## src/rtl/helper_axis_pkg.sv

```systemverilog
// helper_axis_pkg: shared checker states and 16-bit LFSR constants for the stream helpers
package helper_axis_pkg;
  typedef enum logic [1:0] {S_IDLE, S_RUN, S_DONE} state_e;
  localparam int LFSR_W = 16;
  localparam int TAP_A = 16;
  localparam int TAP_B = 14;
  localparam int TAP_C = 13;
  localparam int TAP_D = 11;
  localparam logic [LFSR_W-1:0] TAP_MASK = LFSR_W'((1 << (LFSR_W - TAP_A)) | (1 << (LFSR_W - TAP_B)) |
                                                   (1 << (LFSR_W - TAP_C)) | (1 << (LFSR_W - TAP_D)));
  function automatic logic [LFSR_W-1:0] lfsr_step(input logic [LFSR_W-1:0] s);
    return {^(s & TAP_MASK), s[LFSR_W-1:1]};
  endfunction
endpackage

```

## src/rtl/helper_lfsr16.sv

```systemverilog
// helper_lfsr16: 16-bit Fibonacci LFSR that shifts right only when advance is high
module helper_lfsr16
  import helper_axis_pkg::*;
(
  input  logic              clk,
  input  logic              rst,
  input  logic              advance,
  input  logic [LFSR_W-1:0] seed,
  output logic [LFSR_W-1:0] state
);
  logic [LFSR_W-1:0] state_q;
  // load the seed on active-low reset, otherwise shift once per enabled cycle
  always_ff @(posedge clk) begin
    if (!rst) state_q <= seed;
    else if (advance) state_q <= lfsr_step(state_q);
  end
  assign state = state_q;
endmodule

```

## config.mk

```make
export PLATFORM = sky130hd
export DESIGN_NAME = helper_lfsr16
export DESIGN_NICKNAME = d
export VERILOG_FILES = /design/src/rtl/helper_axis_pkg.sv /design/src/rtl/helper_lfsr16.sv
export SDC_FILE = /design/constraint.sdc
export NUM_CORES = 1
export LEC_CHECK = 0
export CAP_MARGIN = 20
export CORE_MARGIN = 2
export CORE_UTILIZATION = 41
export CTS_BUF_LIST = sky130_fd_sc_hd__clkbuf_2
export DETAILED_ROUTE_END_ITERATION = 12
export PLACE_DENSITY = 0.87
export SYNTH_ARGS = -nofsm -noshare
export SYNTH_HDL_FRONTEND = slang
export SYNTH_SLANG_ARGS = --single-unit
```

## constraint.sdc

```tcl
create_clock -name clk -period 1.6 [get_ports clk]
set_input_delay 0.32 -clock clk [delete_from_list [all_inputs] [get_ports clk]]
set_output_delay 0.32 -clock clk [all_outputs]
set_load 0.005 [all_outputs]
```

==> reports/results.txt, run 1 <==
Status - finished, final reports clean
Sequential share of the synthesized area - 64.2%
Final Max Slew Viols - 0
Crit-path max cell delay - 0.52 ns
Core ar. - 1730 sq um
Achievable Freq - 655 MHz
Switch share - 21.5%
Mapped cell area - 748 sq um
Critical-path cell list - clkdlybuf4s50_1
WL/cell - 13.8 um
Post-Syn Instances - 39
Rel. slew slack - 87.5%
CP startpoint kind - flip-flop
Int Power - 0.000758 W
Layout Nets - 98
Synthesis-to-finish area growth - 53.8%
Switching power of the nets - 0.000207 W
Synth top cells by count - edfxtp_1 (16), mux2_2 (8), mux2_4 (7)
FILL cells - 133
Crit Path Max Fanout - 3
Final setup fails - 0
Gr ovfl total - 0
Clock Sinks - 16
Setup Skew - 0.00155 ns
Syn avg cell area - 19.2 sq um
Vias in the first global route - 465
Warning count from the yosys run - 0
Setup WS post-layout - 0.0743 ns
Post-synthesis cell type count - 9
WL final - 1410 um
WP buf/inv - 1
Post-DP HPWL - 1080 um
Synth top area share - 64.2%
DRT iter0 DRCs - 4
Synth area leader - edfxtp_1
Leak Pwr - 0.433 nW
Post-placement cell count - 98
Fraction of registers with async set/reset - 0%
GP Congestion - 0.638
Final antenna-violating net count - 0
Hold Crit Class - flip-flop to flip-flop
Top-count cell post-synth - edfxtp_1
Worst vdd ir - 0.392 mV
Largest register FFs - 16
Net count after synthesis - 58
Drt pass-1 iters - 2
Vias after detailed routing - 473
Number of synthesized flops with an enable pin - 16
CTS tree - built
Non-filler cells, final - 102
Initial Util - 43.3%
Die area - 2180 sq um
Number of vias per cell - 4.64
CTS root buf - clkbuf_2
PwrDens - 838 nW/um^2
# rows - 15
Gate power share - 26.2%
GRT Total Usage - 14.7%
Actual slew at the worst max-slew pin - 0.186 ns
Tmin final - 1.53 ns
Worst EP arrival - 1.21 ns
#FFs+latches synth - 16
Endpoints failing hold - 0
First-pass GRT wire length - 2110 um
Drt drc - 0
Final core utilization - 66.7%
Die W - 46.7 um
TritonCTS buffer count - 3
Max H-tree Level - 1
Skew-Pair Late Insertion Delay - 0.27 ns
CP endpoint kind - primary output
CP Data Required Time - 1.28 ns
Largest net degree at the start of global routing - 19
Num ports - 35
Port Buffers - 34
Diodes inserted - 0
Most used flip-flop cell after synthesis - edfxtp_1
Fin crit share - 95.4%
Area contributors post-synth - edfxtp_1 (64%), mux2_4 (14%), mux2_2 (12%)
Layout cells sized above 1 - 27.3%
Slowest-stage cell, CP - clkdlybuf4s50_1
RSZ-0062 raised after global routing - no
Power share of the clock group - 17.0%
CP delay by family, top - buffers and inverters
CP Class - flip-flop to primary output
Die height - 46.7 um
Initial antenna violation count - 0
Sequential share of power - 56.9%
Clk slew on worst S/H paths - 0.13 ns
Pre-CTS setup slack - -0.0349 ns
# Max-Cap Violations - 0
Max Root-Sink Buffers - 2
-- repair_timing --
item | CTS | global route
setup buffers | 0 | 1
endpoints found under the setup margin | 0 | 1
hold buffers | 0 | 0
gates resized for setup | 0 | 0
-- layout by cell type, fill, tap and decap left out --
| master | n |
|---|---|
| a21oi_1 | 1 |
| buf_12 | 2 |
| buf_4 | 1 |
| clkbuf_2 | 3 |
| clkdlybuf4s50_1 | 34 |
| edfxtp_1 | 16 |
| mux2_2 | 8 |
| mux2_4 | 7 |
| nand2b_1 | 1 |
| nor2_1 | 1 |
| xnor2_1 | 3 |
-- power by group through the flow --
| stage | Combinational, W | Sequential [W] | Clock [W] |
|---|---|---|---|
| 3_5_place_dp | 0.000249 | 0.000558 | 0 |
| 5_1_grt | 0.000271 | 0.000554 | 0.000188 |
| 2_1_floorplan | 0.0000950 | 0.000560 | 0 |
| 6_report | 0.000253 | 0.000548 | 0.000164 |
| 3_3_place_gp | 0.000246 | 0.000557 | 0 |
| 4_1_cts | 0.000251 | 0.000549 | 0.000170 |
-- through the flow --
step / hold slack (ns) / area (sq um) / TNS, ns / power [W]
floorplan: 0.538 / 748 / 0 / 0.000655
global placement: 0.557 / 1130 / -0.0147 / 0.000803
detailed placement: 0.568 / 1130 / -0.219 / 0.000807
CTS: 0.603 / 1140 / 0 / 0.000970
global route: 0.623 / 1150 / 0 / 0.00101
finish: 0.597 / 1150 / 0 / 0.000965
-- routing by layer --
layer,wire [um],vias up,global-route usage [%]
met3,108,0,3.92
met4,0,0,6.67
met1,579,226,18.1
met5,0,-,0
li1,-,226,-
met2,722,21,24.2
-- worst paths after layout --
path,startpoint,endpoint,slack (ns),cells after the start
worst max register to register,state[3]$_DFFE_PP_,state[15]$_DFFE_PP_,0.37,4
worst min register to register,state[4]$_DFFE_PP_,state[3]$_DFFE_PP_,0.60,1
worst min-delay path,state[4]$_DFFE_PP_,state[3]$_DFFE_PP_,0.60,1
worst max-delay path,state[5]$_DFFE_PP_,state[5],0.07,1
-- cell type report --
| type | count | area (sq um) | area share (%) |
|---|---|---|---|
| flip-flops and latches | 16 | 480 | 41.7 |
| repair buffers | 37 | 388 | 33.7 |
| multi-input cells | 21 | 236 | 20.5 |
| well taps | 25 | 31.3 | 2.72 |
| clock buffers | 3 | 15.0 | 1.30 |
-- cells by family (layout without fill, tap and decap cells) --
family                 after synthesis  in the layout  share of synthesized area, %
flip-flops                          16             16                          64.2
multiplexers                        15             15                          26.1
XOR/XNOR                             3              3                          3.51
AND/OR/NAND/NOR                      2              2                          1.34
buffers and inverters                2             40                          4.18
AO/OA/AOI/OAI                        1              1                         0.668
Power figures use the tool's default switching activity.
==> run 2, diff against run 1 <==
- PLACE_DENSITY: 0.87 -> unset
- PLACE_DENSITY_LB_ADDON: unset -> 0.1
==> run 2 against run 1 <==
  * Power up 2.1%
  * Non-clock buffer count up 3
  * Flip-flop and latch count unchanged
  * Setup slack worse by 0.035 ns
==> reports/results.txt, run 2 (synthesis results as in run 1) <==
CP delay by family, top - buffers and inverters (unchanged)
CP Class - flip-flop to primary output (unchanged)
Worst vdd ir - 0.513 mV (was 0.392 mV)
CTS tree - built (unchanged)
Actual slew at the worst max-slew pin - 0.166 ns (was 0.186 ns)
Die area - 2180 sq um (unchanged)
Status - finished, final reports clean (unchanged)
Final antenna-violating net count - 0 (unchanged)
Highest-count cells in the layout ignoring fill and taps - clkdlybuf4s50_1 (34), edfxtp_1 (16), mux2_2 (8), mux2_4 (7), buf_4 (5) (was clkdlybuf4s50_1 (34), edfxtp_1 (16), mux2_2 (8), mux2_4 (7))
Die height - 46.7 um (unchanged)
CTS root buf - clkbuf_2 (unchanged)
RSZ-0062 raised after global routing - no (unchanged)
Gr ovfl total - 0 (unchanged)
Switching power of the nets - 0.000220 W (was 0.000207 W)
Vias in the first global route - 453 (was 465)
Endpoints failing hold - 0 (unchanged)
Achievable Freq - 641 MHz (was 655 MHz)
Max Root-Sink Buffers - 2 (unchanged)
Post-CTS setup buffers - 0 (unchanged)
Setup Skew - 0.0149 ns (was 0.00155 ns)
Largest net degree at the start of global routing - 19 (unchanged)
Num ports - 35 (unchanged)
# rows - 15 (unchanged)
Post-cts sizing count - 0 (unchanged)
Initial Util - 43.3% (unchanged)
Final setup fails - 0 (unchanged)
Drt drc - 0 (unchanged)
CP Data Required Time - 1.28 ns (about the same)
Number of vias per cell - 4.54 (was 4.64)
Final core utilization - 67.5% (was 66.7%)
Leak Pwr - 0.443 nW (was 0.433 nW)
Core ar. - 1730 sq um (unchanged)
Register area - 480 sq um (unchanged)
Gate power share - 26.1% (was 26.2%)
Initial antenna violation count - 0 (unchanged)
Worst EP arrival - 1.24 ns (was 1.21 ns)
Tmin final - 1.56 ns (was 1.53 ns)
Hold Crit Class - flip-flop to flip-flop (unchanged)
Layout Nets - 101 (was 98)
WL final - 1360 um (was 1410 um)
Diodes inserted - 0 (unchanged)
Area of the multi-input gates - 236 sq um (unchanged)
GRT Total Usage - 13.3% (was 14.7%)
Crit Path Max Fanout - 3 (unchanged)
Fin crit share - 97.6% (was 95.4%)
Crit-path max cell delay - 0.53 ns (was 0.52 ns)
Final Max Slew Viols - 0 (unchanged)
Synthesis-to-finish area growth - 55.7% (was 53.8%)
Clk slew on worst S/H paths - 0.16 ns (was 0.13 ns)
Skew-Pair Late Insertion Delay - 0.29 ns (was 0.27 ns)
Rel. slew slack - 88.8% (was 87.5%)
Layout cells sized above 1 - 29.6% (was 27.3%)
# hold bufs at CTS - 0 (unchanged)
WP buf/inv - 1 (unchanged)
Max H-tree Level - 1 (unchanged)
Die W - 46.7 um (unchanged)
Vias after detailed routing - 481 (was 473)
WL/cell - 12.8 um (was 13.8 um)
Critical-path cell list - clkdlybuf4s50_1 (unchanged)
TritonCTS buffer count - 3 (unchanged)
CP startpoint kind - flip-flop (unchanged)
Post-DP HPWL - 997 um (was 1080 um)
Setup WS post-layout - 0.0389 ns (was 0.0743 ns)
First-pass GRT wire length - 1970 um (was 2110 um)
FILL cells - 146 (was 133)
Switch share - 22.3% (was 21.5%)
Int Power - 0.000765 W (was 0.000758 W)
Sequential share of power - 55.6% (was 56.9%)
Most common cell after layout, fill and taps aside - clkdlybuf4s50_1 (unchanged)
Port Buffers - 34 (unchanged)
# Max-Cap Violations - 0 (unchanged)
PwrDens - 846 nW/um^2 (was 838 nW/um^2)
Clock Sinks - 16 (unchanged)
Slowest-stage cell, CP - clkdlybuf4s50_1 (unchanged)
Largest register FFs - 16 (unchanged)
CP endpoint kind - primary output (unchanged)
GP Congestion - 0.626 (was 0.638)
Power share of the clock group - 18.4% (was 17.0%)
Pre-CTS setup slack - -0.0142 ns (was -0.0349 ns)
DRT iter0 DRCs - 14 (was 4)
Drt pass-1 iters - 4 (was 2)
## run 2: cell types whose count changed in the layout (fill, tap and decap cells not counted)
cell	before	now
buf_12	2	1
buf_4	1	5
clkinv_1	0	1
## run 2: layout make-up
class / instances / area share [%]
multi-input cells: 21 / 20.3
flip-flops and latches: 16 / 41.2
clock buffers: 3 / 1.29
well taps: 25 / 2.69
clock inverters: 1 / 0.322
repair buffers: 40 / 34.2
## run 2: layer usage
layer	track usage (%)	wire length [um]
met1	17.2	573
met2	22.2	696
met3	3.53	87
met4	3.33	0
met5	0	0
## run 2: path summary, 6_finish.rpt
path	slack, ns	startpoint	cells after the start	endpoint
hold reg to reg	0.60	state[4]$_DFFE_PP_	1	state[3]$_DFFE_PP_
setup reg to reg	0.36	state[2]$_DFFE_PP_	4	state[15]$_DFFE_PP_
hold / removal	0.60	state[4]$_DFFE_PP_	1	state[3]$_DFFE_PP_
setup / recovery	0.04	state[2]$_DFFE_PP_	1	state[2]
## run 2: per-stage QoR
step / area (sq um) / power (W) / setup TNS (ns) / hold slack [ns] / instances
floorplan: 748 / 0.000655 / 0 / 0.538 / 39
global placement: 1120 / 0.000802 / 0 / 0.558 / 99
detailed placement: 1120 / 0.000804 / -0.0257 / 0.563 / 99
CTS: 1140 / 0.000981 / 0 / 0.600 / 103
global route: 1160 / 0.00103 / 0 / 0.613 / 106
finish: 1160 / 0.000985 / 0 / 0.596 / 106
## run 2: power by group through the flow
stage / sequential [W] / combinational, W / clock, W
final: 0.000547 / 0.000257 / 0.000181
after floorplan: 0.000560 / 0.0000950 / 0
after detailed placement: 0.000558 / 0.000246 / 0
after global routing: 0.000554 / 0.000278 / 0.000199
after CTS: 0.000551 / 0.000246 / 0.000184
after global placement: 0.000559 / 0.000244 / 0
